==> config.mk <==
export PLATFORM = sky130hd
export DESIGN_NAME = frame_dump_seq
export DESIGN_NICKNAME = d
export VERILOG_FILES = /design/src/rtl/frame_dump_seq.sv
export SDC_FILE = /design/constraint.sdc
export NUM_CORES = 1
export LEC_CHECK = 0
export BUFFER_PORTS_ARGS = -buffer_cell sky130_fd_sc_hd__clkbuf_2
export CAP_MARGIN = 15
export CORE_MARGIN = 2
export CORE_UTILIZATION = 60
export CTS_BUF_LIST = sky130_fd_sc_hd__clkbuf_8
export CTS_CLUSTER_DIAMETER = 80
export DETAILED_ROUTE_END_ITERATION = 8
export PLACE_DENSITY_LB_ADDON = 0.3
export SYNTH_ARGS = -nofsm -noshare
export SYNTH_HDL_FRONTEND = slang
export SYNTH_SLANG_ARGS = --single-unit
==> constraint.sdc <==
create_clock -name clk -period 3.5 [get_ports clk]
set_clock_uncertainty 0.2 [all_clocks]
set_input_delay 0.525 -clock clk [delete_from_list [all_inputs] [get_ports clk]]
set_output_delay 0.525 -clock clk [all_outputs]
set_load 0.01 [all_outputs]
==> src/rtl/frame_dump_seq.sv <==
// frame_dump_seq
// Readout sequencer for the downsampled frame buffer. A debounced button press
// starts a raster dump. Each buffer pixel becomes one UART byte, with x varying
// fastest. Consecutive bytes are separated by the UART busy time plus a
// holdoff gap.
//
// Optional build macro: FRAME_DUMP_HEADER_EN
//   When defined, each dump starts with the two header bytes 0xA5 and 0x5A.
//
// Ports:
//   clk        system clock (12 MHz)
//   areset_n   asynchronous active-low reset
//   btn        raw trigger button, active high, asynchronous
//   read_x     buffer read column
//   read_y     buffer read row
//   read_data  buffer read data, valid one clock after the address is stable
//   uart_busy  UART is transmitting
//   uart_wr    one-cycle write strobe to the UART
//   uart_dat   byte to send, stable while uart_wr is high
//   busy       a dump is in progress
//   frame_done one-cycle pulse in the cycle the last byte strobe is high
module frame_dump_seq #(
  parameter int WIDTH         = 40,
  parameter int HEIGHT        = 30,
  parameter int X_BITS        = 6,
  parameter int Y_BITS        = 5,
  parameter int DEBOUNCE_BITS = 14,
  parameter int HOLDOFF_BITS  = 13
) (
  input  logic              clk,
  input  logic              areset_n,
  input  logic              btn,
  output logic [X_BITS-1:0] read_x,
  output logic [Y_BITS-1:0] read_y,
  input  logic [7:0]        read_data,
  input  logic              uart_busy,
  output logic              uart_wr,
  output logic [7:0]        uart_dat,
  output logic              busy,
  output logic              frame_done
);

  typedef enum logic [2:0] {
    ST_IDLE,
    ST_FETCH,
    ST_LOAD,
    ST_WAIT,
    ST_DONE,
    ST_HDR0,
    ST_HDR1
  } state_t;

  state_t                   state, state_next;
  logic                     btn_meta, btn_s;
  logic [DEBOUNCE_BITS-1:0] deb_cnt;
  logic [HOLDOFF_BITS-1:0]  hold_cnt;
  logic                     armed;

  logic       trigger, ready, x_last, y_last;
  logic       wr_fire, addr_clear, addr_step, dat_we;
  logic [7:0] dat_next;

  assign trigger = (&deb_cnt) && armed && (state == ST_IDLE);
  // uart_wr is included so the cycle of the strobe itself can never start another byte.
  assign ready   = (&hold_cnt) && !uart_busy && !uart_wr;
  assign x_last  = (read_x == X_BITS'(WIDTH - 1));
  assign y_last  = (read_y == Y_BITS'(HEIGHT - 1));

  assign busy       = (state != ST_IDLE);
  assign frame_done = (state == ST_DONE);

  // NOTE: every output of this block is given a default first, so a path
  // through the case that does not mention a signal cannot infer a latch.
  always_comb begin
    state_next = state;
    wr_fire    = 1'b0;
    addr_clear = 1'b0;
    addr_step  = 1'b0;
    dat_we     = 1'b0;
    dat_next   = read_data;
    case (state)
      ST_IDLE: begin
        if (trigger) begin
          addr_clear = 1'b1;
`ifdef FRAME_DUMP_HEADER_EN
          state_next = ST_HDR0;
`else
          state_next = ST_FETCH;
`endif
        end
      end
`ifdef FRAME_DUMP_HEADER_EN
      ST_HDR0: begin
        if (ready) begin
          wr_fire    = 1'b1;
          dat_we     = 1'b1;
          dat_next   = 8'hA5;
          state_next = ST_HDR1;
        end
      end
      ST_HDR1: begin
        if (ready) begin
          wr_fire    = 1'b1;
          dat_we     = 1'b1;
          dat_next   = 8'h5A;
          state_next = ST_FETCH;
        end
      end
`endif
      // The RAM samples the address at the end of FETCH, so its data is
      // present on read_data during LOAD.
      ST_FETCH: state_next = ST_LOAD;
      ST_LOAD: begin
        dat_we     = 1'b1;
        state_next = ST_WAIT;
      end
      ST_WAIT: begin
        if (ready) begin
          wr_fire    = 1'b1;
          addr_step  = 1'b1;
          state_next = (x_last && y_last) ? ST_DONE : ST_FETCH;
        end
      end
      ST_DONE: begin
        addr_clear = 1'b1;
        state_next = ST_IDLE;
      end
      default: state_next = ST_IDLE;
    endcase
  end

  // NOTE: state registers use non-blocking assignments, so every flop in this
  // block samples the values from before the clock edge.
  always_ff @(posedge clk or negedge areset_n) begin
    if (!areset_n) begin
      state    <= ST_IDLE;
      uart_wr  <= 1'b0;
      uart_dat <= 8'h00;
      read_x   <= '0;
      read_y   <= '0;
    end else begin
      state   <= state_next;
      uart_wr <= wr_fire;
      if (dat_we) uart_dat <= dat_next;
      if (addr_clear) begin
        read_x <= '0;
        read_y <= '0;
      end else if (addr_step) begin
        if (x_last) begin
          read_x <= '0;
          // After the final pixel, wrap to row 0 so the address never leaves the buffer.
          read_y <= y_last ? '0 : read_y + Y_BITS'(1);
        end else begin
          read_x <= read_x + X_BITS'(1);
        end
      end
    end
  end

  // Button synchroniser, debounce counter and re-arm flag. The flag ensures a
  // held button produces exactly one dump.
  always_ff @(posedge clk or negedge areset_n) begin
    if (!areset_n) begin
      btn_meta <= 1'b0;
      btn_s    <= 1'b0;
      deb_cnt  <= '0;
      armed    <= 1'b0;
    end else begin
      btn_meta <= btn;
      btn_s    <= btn_meta;
      if (!btn_s)          deb_cnt <= '0;
      else if (!(&deb_cnt)) deb_cnt <= deb_cnt + DEBOUNCE_BITS'(1);
      if (!btn_s)          armed <= 1'b1;
      else if (trigger)    armed <= 1'b0;
    end
  end

  // Holdoff counter. It counts the idle time on the UART since its last
  // activity, and saturates at all-ones.
  always_ff @(posedge clk or negedge areset_n) begin
    if (!areset_n) begin
      hold_cnt <= '0;
    end else if (uart_busy || uart_wr) begin
      hold_cnt <= '0;
    end else if (!(&hold_cnt)) begin
      hold_cnt <= hold_cnt + HOLDOFF_BITS'(1);
    end
  end

endmodule

* After elaboration in Yosys (flattened, before gate mapping) *
Cells that the tools add are included.
W data, S select, Z words.

word-level totals
  output and inout bits = 22
  flip-flop bits (word level) = 53
  word-level logic and storage cells = 63
  input bits = 12

operators by class
  eq/ne operators = 11
  multiplexer cells = 22
  add/subtract/negate cells = 4
  reductions and logical operators = 16

operators by type and width
  kind                     number
  $mux W14                 2
  $mux W13                 2
  $mux W5                  4
  $mux W6                  3
  $add A14 B1 Y14 const B  1
  $reduce_and A14 Y1       1
  $add A13 B1 Y13 const B  1
  $reduce_and A13 Y1       1
  $pmux W3 S4              1
  $mux W3                  3
  $ne A2 B2 Y1 const B     4
  $add A6 B1 Y6 const B    1
  $eq A3 B2 Y1 const B     2
  $eq A6 B6 Y1 const B     1
  $mux W1                  6
  $add A5 B1 Y5 const B    1
  $eq A5 B5 Y1 const B     1
  $logic_and A1 B1 Y1      5
  $reduce_and A2 Y1        2
  $reduce_bool A2 Y1       2
  $eq A3 B1 Y1 const B     1
  $eq A3 B3 Y1 const B     1
  $logic_not A3 Y1         1
  $reduce_bool A3 Y1       1
  4 further kinds          5

* Depth between registers and ports, before layout *
Gate-level depths: netlist of the first run.

  word-level depth = 7
  depth in mapped cells = 6
  depth with buffers taken out = 6

* Least setup slack after synthesis of the first run *
Ideal clock, no wire load.

  path kind = register to register
  start point = register read_x[0]
  end point = register read_y[4]
  buffers on the path = 1
  period minus slack after synthesis = 2.111 ns
  required time = 3.206 ns
  setup time = 0.094 ns
  path slack = 1.389 ns
  stages on the path, launching flop included = 7
  arrival time = 1.817 ns
  cell sequence = dfrtp_1 > ha_1 > nand4b_1 > or2_0 > buf_2 > or4_1 > a221oi_2

on the way
  longest elaborated chain between the ends = 3

RTL lines
  item                          line  RTL
  from (decl)                   33    output logic [X_BITS-1:0] read_x,
  from (signal assigned)        154   read_x <= read_x + X_BITS'(1);
  $eq A6 B6 Y1                  66    assign x_last = (read_x == X_BITS'(WIDTH - 1));
  $reduce_bool A2 Y1 (no line)  --
  $reduce_and A2 Y1 (no line)   --
  to (signal assigned)          152   read_y <= y_last ? '0 : read_y + Y_BITS'(1);
  to (decl)                     34    output logic [Y_BITS-1:0] read_y,

No other way between the ends.
A chain may end at the register's enable or synchronous reset.

* Final worst setup path of the first run *
  start point = register hold_cnt[0]
  end point = register read_y[4]

on the way
  longest elaborated chain between the ends = 7

RTL lines
  item                              line  RTL
  from (decl)                       56    logic [HOLDOFF_BITS-1:0] hold_cnt;
  from (signal assigned)            186   hold_cnt <= hold_cnt + HOLDOFF_BITS'(1);
  $reduce_and A13 Y1                65    assign ready = (&hold_cnt) && !uart_busy && !uart_wr;
  $logic_and A1 B1 Y1 (2 in a row)  65
  $mux W1                           118   if (ready) begin
  $mux W1                           81    case (state)
  $reduce_bool A2 Y1 (no line)      --
  $reduce_and A2 Y1 (no line)       --

No other way between the ends.

==> results_dict.tcl, run 1 <==
set metrics [dict create \
    clk_pin_slew_worst_paths_ns 0.11 \
    worstMarginPinSlew_ns 0.666 \
    grt_pass1_vias 2138 \
    ys_warn_count 0 \
    synth_top_family_by_area "simple AND/OR/NAND/NOR gates" \
    synthFlopType "dfrtp_1" \
    syn_nets 278 \
    critPathTopFamily "simple AND/OR/NAND/NOR gates" \
    synth_fa_ha_area_share_pct 2.32 \
    cp-start-kind "register" \
    dr.pass1.iters 4 \
    yosys.area.top_type "dfrtp_1" \
    antenna_found_initial 0 \
    nFillCells 325 \
    synth_area_leaders "dfrtp_1 (49%), a21oi_1 (3.3%), mux2_2 (3.3%), o31ai_1 (2.8%), or4_1 (2.8%)" \
    synthMuxAreaShare_pct 5.20 \
    num_io_pins 34 \
    path_cells "ha_1 -> and2_1 -> nand4_1 -> or4_1 -> a221oi_2" \
    via_count 2236 \
    crit_fanout 13 \
    hold_buffers 0 \
    path_buf_inv 0 \
    cp_data_required_time_ns 3.53 \
    antenna_left 0 \
    wl_per_cell_um 16.4 \
    grt_max_degree 45 \
    clk_latency_ns 0.32 \
    setup_viol 0 \
    synth_edf_count 0 \
    io_buffers 33 \
    drive_above_1_share_pct 20.5 \
    rsz0062_at_grt "no" \
    cts.sinks 53 \
    worstPathArrival_ns 2.61 \
    drc 0 \
    place.gp.congestion 0.789 \
    drv_slew 0 \
    syn_inst 261 \
    min_period_ns 2.59 \
    synth_async_sr_flop_share_pct 100 \
    cts_buffer_depth 2 \
    tns_ns 0 \
    coreArea_um2 4350 \
    fin_crit_sh_pct 74.0 \
    power_density_nw_per_um2 344 \
    placementRows 24 \
    grt-ovfl-total 0 \
    max-slew-margin-rel_pct 55.5 \
    syn_area_per_cell_um2 10.3 \
    yosysUniqueCellTypes 47 \
    max-vdd-ir-drop_v 0.000281 \
    place_area_um2 2900 \
    cts_tree "built" \
    cts-buffers-inserted 5 \
    drt-initial-drc-count 149 \
    netlist.area_leader.share_pct 49.2 \
    synth_compound_area_share_pct 15.7 \
    synth-simple-area-share_pct 23.8 \
    grt_pass1_wl_um 9940 \
    max_cap_viol_count 0 \
    max_stage_delay_ns 0.68 \
    htree_levels 2 \
    worstSetupPathType "register to register" \
    synth-seq-cells 53 \
    synth_area_um2 2700 \
    die_h_um 71.0 \
    cts-root-buf "clkbuf_8" \
    area_delta_synth_final_pct 12.1 \
    die_area_um2 5050 \
    max_freq_mhz 386 \
    end_kind "register" \
    crit_slowest_cell "or4_1" \
    hp-class "primary input to register" \
    stdcell_area_um2 3020 \
    yosysSeqAreaShare_pct 49.2 \
    outcome "finished, final reports clean" \
    diodes 0 \
    routed_via_density 6.39 \
    initial_core_util_pct 61.9 \
    finalHoldViolations 0 \
    p_leak_nw 1.32 \
    cts_resized 0 \
    dpl.hpwl_um 4070 \
    grt_use_total_pct 24.6 \
    die_x_um 71.0 \
    post_cts_buffers 0 \
    synth-xor-area-share_pct 1.62 \
    wl_um 5750 \
    nets 314 \
]
## cell type report
cell class,count,area [um2],share of cell area [%]
Clock buffer,5,68.8,2.28
Timing Repair Buffer,36,203,6.71
Inverter,6,22.5,0.745
Clock inverter,3,26.3,0.869
Sequential cell,53,1330,43.9
Tap cell,52,65.1,2.15
Multi-Input combinational cell,195,1310,43.4
## per-stage QoR
stage	utilization [%]	total power, mW	hold slack [ns]	cells	worst slack [ns]
global route	69.4	1.08	0.0982	350	0.774
finish	69.4	1.04	0.111	350	0.911
global placement	66.6	0.673	0.132	340	0.991
CTS	68.7	1.04	0.111	348	0.952
floorplan	-	0.651	0.0294	261	1.39
detailed placement	66.6	0.675	0.161	340	0.920
## state kept, by name, indices dropped and copies added (netlist names)
signal / cells
btn_s: 1
uart_dat: 8
read_x: 6
deb_cnt: 14
read_y: 5
hold_cnt: 13
btn_meta: 1
state: 3
armed: 1
uart_wr: 1
## path summary, 6_finish.rpt
| path | startpoint | to | slack, ns | depth (start not counted) |
|---|---|---|---|---|
| setup / recovery | hold_cnt[0] | read_y[4] | 0.91 | 5 |
| hold / removal | btn | btn_meta | 0.11 | 1 |
| setup reg to reg | hold_cnt[0] | read_y[4] | 0.91 | 5 |
| hold reg to reg | btn_meta | btn_s | 0.18 | 0 |
| max in group asynchronous | areset_n | read_x[1] | 2.07 | 4 |
| min in group asynchronous | areset_n | deb_cnt[9] | 0.37 | 2 |
## cells in the mapped netlist, types with 5 or more instances
master and count:
dfrtp_1 53, a21oi_1 18, nand2_1 17, nor2_1 16
nand3_1 12, o21ai_0 12, o31ai_1 10, or4_1 10
nand4_1 9, mux2_2 8, or3_1 8, and4_1 6
nor4_1 6, ha_1 5, inv_1 5, mux2i_1 5
nand2b_1 5, nor3_1 5
## power breakdown
| group | total, mW | internal (mW) | switching, mW |
|---|---|---|---|
| Combinational | 0.0396 | 0.0149 | 0.0247 |
| Sequential | 0.626 | 0.619 | 0.00734 |
| Clock | 0.373 | 0.149 | 0.224 |
| Total | 1.04 | 0.782 | 0.256 |
## per-layer routing
metal / vias to the layer above / share of wire, % / global-route usage [%]
li1: 1082 / - / -
met1: 1089 / 47 / 34.2
met2: 54 / 48 / 40.1
met3: 11 / 3.5 / 3.56
met4: 0 / 1.7 / 7.97
met5: - / 0 / 0
## placed cells by master (no fill, tap or decap), drive strengths merged, types with 2 or more instances in the layout
cell type	synthesis	layout
mux2i	5	5
buf	3	2
o21ai	12	12
nand3	13	13
xor2	3	3
o31ai	10	10
nor2	16	16
nor3	5	5
ha	5	5
dfrtp	53	53
mux2	8	8
and3	3	3
or4	10	10
nand2b	5	5
or3	8	8
a21oi	18	18
nor4	7	7
a311oi	2	2
and4	8	8
inv	5	8
a31oi	4	4
o21a	2	2
nand2	17	17
a211oi	6	6
clkbuf	4	38
nand4	9	9
xnor2	2	2
or2	2	2
a41oi	3	3
and2	3	3
## logic make-up (layout without fill, tap and decap cells)
| logic type | Yosys count | after routing |
|---|---|---|
| fa+ha+maj | 5 | 5 |
| mux | 13 | 13 |
| compound gates | 63 | 63 |
| simple gates | 109 | 109 |
| xor+xnor | 5 | 5 |
| flops | 53 | 53 |
| buf+inv | 13 | 50 |
Power figures use the tool's default switching activity.
==> run 2, diff against run 1 <==
clock period = 2.4 ns   (was 3.5 ns; I/O delays follow)
==> results_dict.tcl, run 2 (synthesis results as in run 1) <==
set metrics [dict create \
    rsz0062_at_grt "no" \
    cp_data_required_time_ns 2.43 \
    mostFrequentLayoutCells "dfrtp_1 (53), clkbuf_2 (33), a21oi_1 (18), nand2_1 (17), nor2_1 (16)" \
    rr_worst_depth 5 \
    placementRows 24 \
    dr.pass1.iters 4 \
    htree_levels 2 \
    nets 320 \
    end_kind "register" \
    tns_ns 0 \
    crit_slowest_cell "or4_1" \
    setup_viol 0 \
    path_cells "ha_1 -> nand4b_1 -> or2_0 -> or4_1 -> a221oi_2" \
    drv_slew 0 \
    grt_max_degree 30 \
    cts_resized 0 \
    hold_path_end "uart_dat[3]" \
    top_register "deb_cnt" \
    fin_crit_sh_pct 92.6 \
    wl_met1_um 2680 \
    whs_ns 0.0685 \
    hp-class "primary input to register" \
    wl_met2_um 2870 \
    antenna_found_initial 0 \
    place_area_um2 2940 \
    top_regs "deb_cnt x14, hold_cnt x13, uart_dat x8" \
    grt_pass1_wl_um 10000 \
    cp-start-kind "register" \
    clk_latency_ns 0.32 \
    diodes 0 \
    drive_above_1_share_pct 21.7 \
    drt-initial-drc-count 216 \
    largest_reg_flops 14 \
    clk_pin_slew_worst_paths_ns 0.10 \
    crit_fanout 6 \
    stdcell_area_um2 3080 \
    num_io_pins 34 \
    cts_tree "built" \
    coreArea_um2 4350 \
    die_x_um 71.0 \
    via_count 2300 \
    placed_cells 346 \
    wl_per_cell_um 16.5 \
    grt_use_total_pct 24.9 \
    area_delta_synth_final_pct 14.2 \
    min_period_ns 2.22 \
    outcome "finished, final reports clean" \
    cts-root-buf "clkbuf_8" \
    post_cts_buffers 0 \
    wl_um 5890 \
    final_common_cell "dfrtp_1" \
    p_leak_nw 1.35 \
    worstPathArrival_ns 2.25 \
    drc 0 \
    rr_endpoint "read_y[4]" \
    reg2reg_slack_ns 0.18 \
    cts_buffer_depth 2 \
    cts-buffers-inserted 5 \
    routed_via_density 6.46 \
    io_buffers 33 \
    place.gp.congestion 0.807 \
    max_stage_delay_ns 0.52 \
    worstSetupPathType "register to register" \
    grt_pass1_vias 2215 \
    max_freq_mhz 450 \
    max_cap_viol_count 0 \
    initial_core_util_pct 61.9 \
    dpl.hpwl_um 4130 \
    max-slew-margin-rel_pct 60.9 \
    worstMarginPinSlew_ns 0.581 \
    grt-ovfl-total 0 \
    max-vdd-ir-drop_v 0.000345 \
    power_density_nw_per_um2 522 \
    antenna_left 0 \
    min_from "read_data[3]" \
    wl_met3_um 288 \
    finalHoldViolations 0 \
    whs_path_depth 2 \
    die_h_um 71.0 \
    highest-signal-layer "met4" \
    die_area_um2 5050 \
    cts.sinks 53 \
    final_cells 356 \
    rr_startpoint "read_x[0]" \
]
==> run 2: cell count changes in the layout (fill, tap and decap cells not counted), sizes merged <==
cell and delta:
buf +5, bufinv +1, dlygate4sd3 +1, inv -1
==> run 2: worst max-delay path by stage <==
| stage | start | end | slack, ns | depth (start not counted) |
|---|---|---|---|---|
| detailed placement | read_x[0] | read_y[4] | 0.23 | 5 |
| CTS | read_x[0] | read_y[4] | 0.21 | 5 |
| finish | read_x[0] | read_y[4] | 0.18 | 5 |
| global route | hold_cnt[0] | read_x[0] | 0.06 | 6 |
| global placement | hold_cnt[0] | read_y[0] | 0.31 | 6 |
| floorplan | read_x[0] | read_y[4] | 0.29 | 6 |
==> run 2: cell type report <==
cell class,instances,area [um2]
Fill cell,309,1270
Sequential cell,53,1330
Timing Repair Buffer,42,238
Clock buffer,5,68.8
Tap cell,52,65.1
Clock inverter,3,47.5
Inverter,6,22.5
Multi-Input combinational cell,195,1310
==> run 2: what timing repair did <==
action,CTS,global route
hold endpoints to repair,54,0
hold buffers,2,0
setup endpoints to repair,0,0
==> run 2: worst max-delay path, delay by kind of cell, from the launching register on <==
family	cells	cell delay, ns
simple gates	3	1.02
flops	1	0.41
compound gates	1	0.28
fa+ha+maj	1	0.21
==> run 2: per-stage QoR <==
step	util (%)	setup slack, ns	power (mW)
2_1_floorplan	-	0.289	0.949
3_3_place_gp	67.6	0.311	0.984
3_5_place_dp	67.6	0.231	0.987
4_1_cts	70.7	0.208	1.62
5_1_grt	70.7	0.0579	1.66
6_report	70.7	0.177	1.61
==> run 2: power breakdown <==
group | switching (mW) | internal [mW]
clock | 0.317 | 0.319
combinational | 0.0374 | 0.0221
sequential | 0.0105 | 0.902
==> run 2: layer usage <==
| layer | track usage [%] | vias up |
|---|---|---|
| met5 | 0 | - |
| met4 | 7.34 | 0 |
| met3 | 5.27 | 6 |
| met2 | 40.7 | 62 |
| met1 | 33.7 | 1142 |
| li1 | - | 1090 |
